## src/rtl/seven_seg_scan_driver_pkg.sv

```systemverilog
// Shared constants for the segment-code path: blank codes, {A..G,DP} bit order, scan states.
package seven_seg_scan_driver_pkg;

  localparam logic [7:0] SEG_BLANK = 8'hFF;
  localparam logic [6:0] SEG_OFF   = 7'h7F;

  localparam int SEG_A_BIT = 7;
  localparam int SEG_B_BIT = 6;
  localparam int SEG_C_BIT = 5;
  localparam int SEG_D_BIT = 4;
  localparam int SEG_E_BIT = 3;
  localparam int SEG_F_BIT = 2;
  localparam int SEG_G_BIT = 1;
  localparam int SEG_DP_BIT = 0;

  typedef enum logic {
    ST_BLANK = 1'b0,
    ST_SHOW  = 1'b1
  } scan_state_t;

  function automatic logic [6:0] seg_field(input logic [7:0] code);
    return code[SEG_A_BIT:SEG_G_BIT];
  endfunction

  function automatic logic dp_field(input logic [7:0] code);
    return code[SEG_DP_BIT];
  endfunction

endpackage

```

## src/rtl/seven_seg_scan_driver_if.sv

```systemverilog
// Write port carrying one segment code into the scan driver's digit registers.
// wr_en acts as a valid with an always-ready consumer: every cycle with wr_en=1 is one accepted write.
interface seven_seg_scan_driver_if;
  logic       wr_en;
  logic [2:0] wr_digit;
  logic [7:0] wr_pattern;

  modport master (output wr_en, wr_digit, wr_pattern);
  modport slave  (input  wr_en, wr_digit, wr_pattern);
endinterface

```

## src/rtl/seven_seg_scan_driver_timer.sv

```systemverilog
// Slot timer: counts cycles within a digit slot, steps the digit index, flags the frame wrap.
module seg_scan_timer
  import seven_seg_scan_driver_pkg::*;
#(
  parameter int DIGITS       = 4,
  parameter int REFRESH_DIV  = 50000,
  parameter int BLANK_CYCLES = 500,
  parameter int IW           = 2
) (
  input  logic          clk,
  input  logic          rst,
  output logic          in_blank,
  output logic [IW-1:0] index,
  output logic          wrap,
  output scan_state_t   state
);

  localparam int CW = $clog2(REFRESH_DIV);
  localparam logic [CW-1:0] CNT_LAST  = CW'(REFRESH_DIV - 1);
  localparam logic [CW-1:0] BLNK_LAST = CW'(BLANK_CYCLES - 1);
  localparam logic [IW-1:0] IDX_LAST  = IW'(DIGITS - 1);

  logic [CW-1:0] cnt;

  // State tracks cnt: BLANK for the first BLANK_CYCLES of every slot, SHOW for the rest.
  always_ff @(posedge clk) begin
    if (rst) begin
      cnt   <= '0;
      index <= '0;
      state <= ST_BLANK;
    end else if (cnt == CNT_LAST) begin
      cnt   <= '0;
      state <= ST_BLANK;
      index <= (index == IDX_LAST) ? '0 : index + 1'b1;
    end else begin
      cnt <= cnt + 1'b1;
      if (cnt == BLNK_LAST) state <= ST_SHOW;
    end
  end

  assign in_blank = (state == ST_BLANK);
  assign wrap     = (cnt == CNT_LAST) && (index == IDX_LAST);

endmodule

```

## src/rtl/seven_seg_scan_driver.sv

```systemverilog
// Common-anode scan driver: per-digit code registers, blanking gap, blink and registered pin outputs.
module seven_seg_scan_driver
  import seven_seg_scan_driver_pkg::*;
#(
  parameter int DIGITS       = 4,
  parameter int REFRESH_DIV  = 50000,
  parameter int BLANK_CYCLES = 500,
  parameter int BLINK_LOG2   = 6
) (
  input  logic                  clk,
  input  logic                  rst,
  seven_seg_scan_driver_if.slave wr,
  input  logic [DIGITS-1:0]     blink_mask,
  input  logic                  enable,
  output logic [6:0]            seg,
  output logic                  dp,
  output logic [DIGITS-1:0]     an,
  output logic                  frame_tick,
  output scan_state_t           dbg_state
);

  localparam int IW = (DIGITS > 1) ? $clog2(DIGITS) : 1;

  logic          in_blank;
  logic          wrap;
  logic [IW-1:0] index;

  seg_scan_timer #(
    .DIGITS      (DIGITS),
    .REFRESH_DIV (REFRESH_DIV),
    .BLANK_CYCLES(BLANK_CYCLES),
    .IW          (IW)
  ) u_timer (
    .clk     (clk),
    .rst     (rst),
    .in_blank(in_blank),
    .index   (index),
    .wrap    (wrap),
    .state   (dbg_state)
  );

  logic [7:0] pattern [DIGITS];

  always_ff @(posedge clk) begin
    if (rst) begin
      for (int i = 0; i < DIGITS; i++) pattern[i] <= SEG_BLANK;
    end else if (wr.wr_en && ({1'b0, wr.wr_digit} < 4'(DIGITS))) begin
      pattern[wr.wr_digit[IW-1:0]] <= wr.wr_pattern;
    end
  end

  // Blink phase flips each time the frame counter rolls over.
  logic [BLINK_LOG2-1:0] frame_cnt;
  logic                  phase;

  always_ff @(posedge clk) begin
    if (rst) begin
      frame_cnt <= '0;
      phase     <= 1'b0;
    end else if (wrap) begin
      frame_cnt <= frame_cnt + 1'b1;
      if (&frame_cnt) phase <= ~phase;
    end
  end

  logic              show;
  logic [7:0]        cur;
  logic [DIGITS-1:0] an_next;

  assign cur  = pattern[index];
  assign show = !in_blank && enable && !(phase && blink_mask[index]);

  always_comb begin
    an_next = '1;
    if (show) an_next[index] = 1'b0;
  end

  always_ff @(posedge clk) begin
    if (rst) begin
      seg        <= SEG_OFF;
      dp         <= 1'b1;
      an         <= '1;
      frame_tick <= 1'b0;
    end else begin
      seg        <= show ? seg_field(cur) : SEG_OFF;
      dp         <= show ? dp_field(cur) : 1'b1;
      an         <= an_next;
      frame_tick <= wrap;
    end
  end

endmodule
```

## src/flat_wrapper.sv

```systemverilog
// flat-port wrapper written by rule: the top's interface ports become plain ports
module seven_seg_scan_driver_flat import seven_seg_scan_driver_pkg::*;
#(
  parameter int DIGITS       = 4,
  parameter int REFRESH_DIV  = 50000,
  parameter int BLANK_CYCLES = 500,
  parameter int BLINK_LOG2   = 6
)
  (clk, rst, blink_mask, enable, seg, dp, an, frame_tick, dbg_state, wr_wr_en, wr_wr_digit, wr_wr_pattern);
  seven_seg_scan_driver_if wr_i ();
  input  logic clk;
  input  logic rst;
  input  logic [DIGITS-1:0] blink_mask;
  input  logic enable;
  output logic [6:0] seg;
  output logic dp;
  output logic [DIGITS-1:0] an;
  output logic frame_tick;
  output scan_state_t dbg_state;
  input wire logic [$bits(wr_i.wr_en)-1:0] wr_wr_en;
  input wire logic [$bits(wr_i.wr_digit)-1:0] wr_wr_digit;
  input wire logic [$bits(wr_i.wr_pattern)-1:0] wr_wr_pattern;
  assign wr_i.wr_en = wr_wr_en;
  assign wr_i.wr_digit = wr_wr_digit;
  assign wr_i.wr_pattern = wr_wr_pattern;
  seven_seg_scan_driver #(.DIGITS(DIGITS), .REFRESH_DIV(REFRESH_DIV), .BLANK_CYCLES(BLANK_CYCLES), .BLINK_LOG2(BLINK_LOG2)) u_core (.clk(clk), .rst(rst), .wr(wr_i), .blink_mask(blink_mask), .enable(enable), .seg(seg), .dp(dp), .an(an), .frame_tick(frame_tick), .dbg_state(dbg_state));
endmodule
```

## config.mk

```make
export PLATFORM = sky130hd
export DESIGN_NAME = seven_seg_scan_driver_flat
export DESIGN_NICKNAME = d
export VERILOG_FILES = /design/src/rtl/seven_seg_scan_driver_pkg.sv /design/src/rtl/seven_seg_scan_driver_if.sv /design/src/rtl/seven_seg_scan_driver_timer.sv /design/src/rtl/seven_seg_scan_driver.sv /design/src/flat_wrapper.sv
export SDC_FILE = /design/constraint.sdc
export NUM_CORES = 1
export LEC_CHECK = 0
export CAP_MARGIN = 20
export CELL_PAD_IN_SITES_DETAIL_PLACEMENT = 1
export CELL_PAD_IN_SITES_GLOBAL_PLACEMENT = 2
export CORE_MARGIN = 2
export CORE_UTILIZATION = 39
export CTS_BUF_LIST = sky130_fd_sc_hd__clkbuf_2
export DETAILED_ROUTE_END_ITERATION = 8
export PLACE_DENSITY = 0.84
export SETUP_SLACK_MARGIN = 0.4
export SYNTH_ARGS = -nofsm -noshare
export SYNTH_HDL_FRONTEND = slang
export SYNTH_SLANG_ARGS = --single-unit
```

## constraint.sdc

```tcl
create_clock -name clk -period 2.33 [get_ports clk]
set_input_delay 0.699 -clock clk [delete_from_list [all_inputs] [get_ports clk]]
set_output_delay 0.699 -clock clk [all_outputs]
set_load 0.02 [all_outputs]
```

==> out/summary.txt <==
status: finished, final reports clean
register area share after synthesis: 0.572
Final Cycle Share: 0.792
Pwr Density: 569 nW/um^2
hold buffer count at CTS: 0
Final GP Congestion: 0.740
DP HPWL: 4.24 mm
CP Data Required Time: 1630 ps
Main synth FF type: dfxtp_1
Num Clock Sinks: 71
clk_lat worst skew: 530 ps
Synth Area in Compound Gates: 0.0251
global-route wire length before repair: 10.3 mm
clk root buf: clkbuf_2
hold wc startpoint: u_core.u_timer.cnt[0]
Tmin final: 1850 ps
number of synthesized flops with an enable pin: 32
post-synth cell types: 38
startpoint types: register
Die Area: 8530 um^2
share of cells above drive strength 1: 0.193
Hold WS: 499 ps
Pre-antenna DRT Iters: 4
die width: 92.4 um
pins over their slew limit: 0
Syn Area/Cell: 12.0 um^2
WL final: 5.97 mm
IO Pins: 33
clock buffer depth: 2
Arr. time, crit path: 1150 ps
r2r setup slk: 570 ps
adder-cell share of the synthesized area: 0.0246
worst-path cell chain: clkdlybuf4s15_2
FF-to-FF End: u_core.u_timer.cnt[7]
CORE AREA: 7650 um^2
grt ovf: 0
Synth area leaders: edfxtp_1, dfxtp_1, mux4_2
largest family of logic cells by synthesized area: simple AND/OR/NAND/NOR gates
Synth Net Count: 278
Layout Nets: 325
min-delay worst type: reg2reg
wire length per cell: 14.7 um
area added between synthesis and finish: 19.3%
share of flip-flops with an asynchronous set or reset: 0
vias: 1997
Setup Viol. Count Final: 0
Hold Path Depth: 1
initial core utilization: 0.398
RSZ-0062 raised after global routing: false
CTS tree: built
largest fanout on the critical path: 1
Post CTS Setup Buffer Count: 0
VDD IR-drop max: 0.000229 V
I/O Buffers: 32
final hold vios: 0
post-synthesis mux area share: 0.0801
Max Fclk: 0.542 GHz
H-tree levels: 3
max_cap viols: 0
Post-synth top cells: dfxtp_1, edfxtp_1, nor2_1, nand2b_1, or2_1
Slowest-stage cell, CP: dfxtp_2
static leakage: 1.20 nW
element type at the critical path end: output pin
R2R depth: 5
FP Rows: 32
Least-Margin Pin Slew: 401 ps
most frequent cell after synthesis: dfxtp_1
Synth warnings: 0
CP Launch Point: u_core.seg[4]
Via density: 4.91
vias in the first global route: 2111
FF-to-FF Start: u_core.u_timer.cnt[11]
Synth top area share: 0.315
Worst Skew: 30.6 ps
Syn Inst Count: 253
number of synthesized register bits: 71
post-synthesis xor/xnor area fraction: 0.0431
Max stage delay on crit path: 370 ps
CTS Buf Count: 9
Post-Synth Simple-Gate Area: 0.225
Residual DRC: 0
GRT Resource Usage Total: 0.158
Iter 0 DRT Violations: 91
Fin Setup TNS: 0 ps
Filler cells: 811
clock-pin slew on the worst setup and hold paths: 230 ps
Top Family by Delay on Critical Path: flip-flops
hold path endpoint: u_core.u_timer.cnt[0]
Cell Area, Synth: 3050 um^2
Max-slew headroom: 0.732
antenna diode count: 0
post-route ant nets: 0
Synth area leader: edfxtp_1
initial antenna violation count: 0
chip height: 92.4 um
Setup Crit Path Kind: reg2out
CP bufs+invs: 1
pin count of the biggest net entering global routing: 19
==> metrics by stage <==
stage / setup WS [ps] / utilization / std cells / instance area [um^2] / power (W)
after global routing: 408 / 0.475 / 407 / 3630 / 0.00217
after CTS: 314 / 0.480 / 407 / 3670 / 0.00210
final: 484 / 0.475 / 407 / 3630 / 0.00207
after global placement: 70.7 / 0.468 / 391 / 3580 / 0.00150
after detailed placement: 29.5 / 0.468 / 391 / 3580 / 0.00150
after floorplan: 422 / - / 253 / 3080 / 0.00144
==> area by class of cell <==
cell class                 count  area [um^2]  share of cell area
sequential                    71         1740               0.480
multi-input combinational    162         1240               0.340
timing repair buffer          46          397               0.109
tap                          102          128              0.0351
clock inverter                 7         48.8              0.0134
clock buffer                   9         45.0              0.0124
inverter                      10         37.5              0.0103
==> registers in the layout, summed over array words and instances, names as in the netlist, 2 cells and up <==
signal and flops:
u_core.frame_cnt 6, u_core.pattern 32, u_core.u_timer.index 2, u_core.seg 7
u_core.u_timer.cnt 16, u_core.an 4
==> worst max path at each step <==
| stage | to | slack (ps) | cells after the start |
|---|---|---|---|
| 2_1_floorplan | u_core.pattern[1][0] | 420 | 5 |
| 3_3_place_gp | u_core.pattern[2][3] | 70 | 5 |
| 3_5_place_dp | u_core.pattern[2][3] | 30 | 5 |
| 4_1_cts | dbg_state | 310 | 1 |
| 5_1_grt | seg[4] | 410 | 1 |
| 6_report | seg[4] | 480 | 1 |
==> cell usage in the layout, fill, tap and decap left out, types with 4 or more instances in the layout <==
cell type,instances
a21oi_1,4
buf_4,13
clkbuf_2,18
clkdlybuf4s50_1,18
dfxtp_1,38
edfxtp_1,32
ha_1,6
inv_1,10
mux4_2,9
nand2_1,8
nand2b_1,24
nand3_1,8
nand4_1,5
nor2_1,28
nor3_1,5
or2_1,17
xnor2_1,14
==> what timing repair did <==
action,4_1_cts,5_1_grt
resized for setup,27,14
setup endpoints to repair,14,14
pin swaps,0,1
==> where the power goes <==
part           switching [W]  internal (W)
combinational      0.0000502     0.0000676
clock               0.000455      0.000139
sequential         0.0000149       0.00134
total               0.000520       0.00155
==> logic make-up after synthesis <==
| kind of cell | count (synthesis) |
|---|---|
| compound gates | 11 |
| xor+xnor | 15 |
| fa+ha+maj | 6 |
| buf+inv | 20 |
| flops | 71 |
| mux | 13 |
| simple gates | 117 |
==> layer usage <==
layer / global-route usage / part of all wire
met4: 0.0933 / 0.023
met2: 0.254 / 0.47
met5: 0 / 0
met1: 0.198 / 0.47
met3: 0.0293 / 0.038
(Power assumes the default switching activity.)
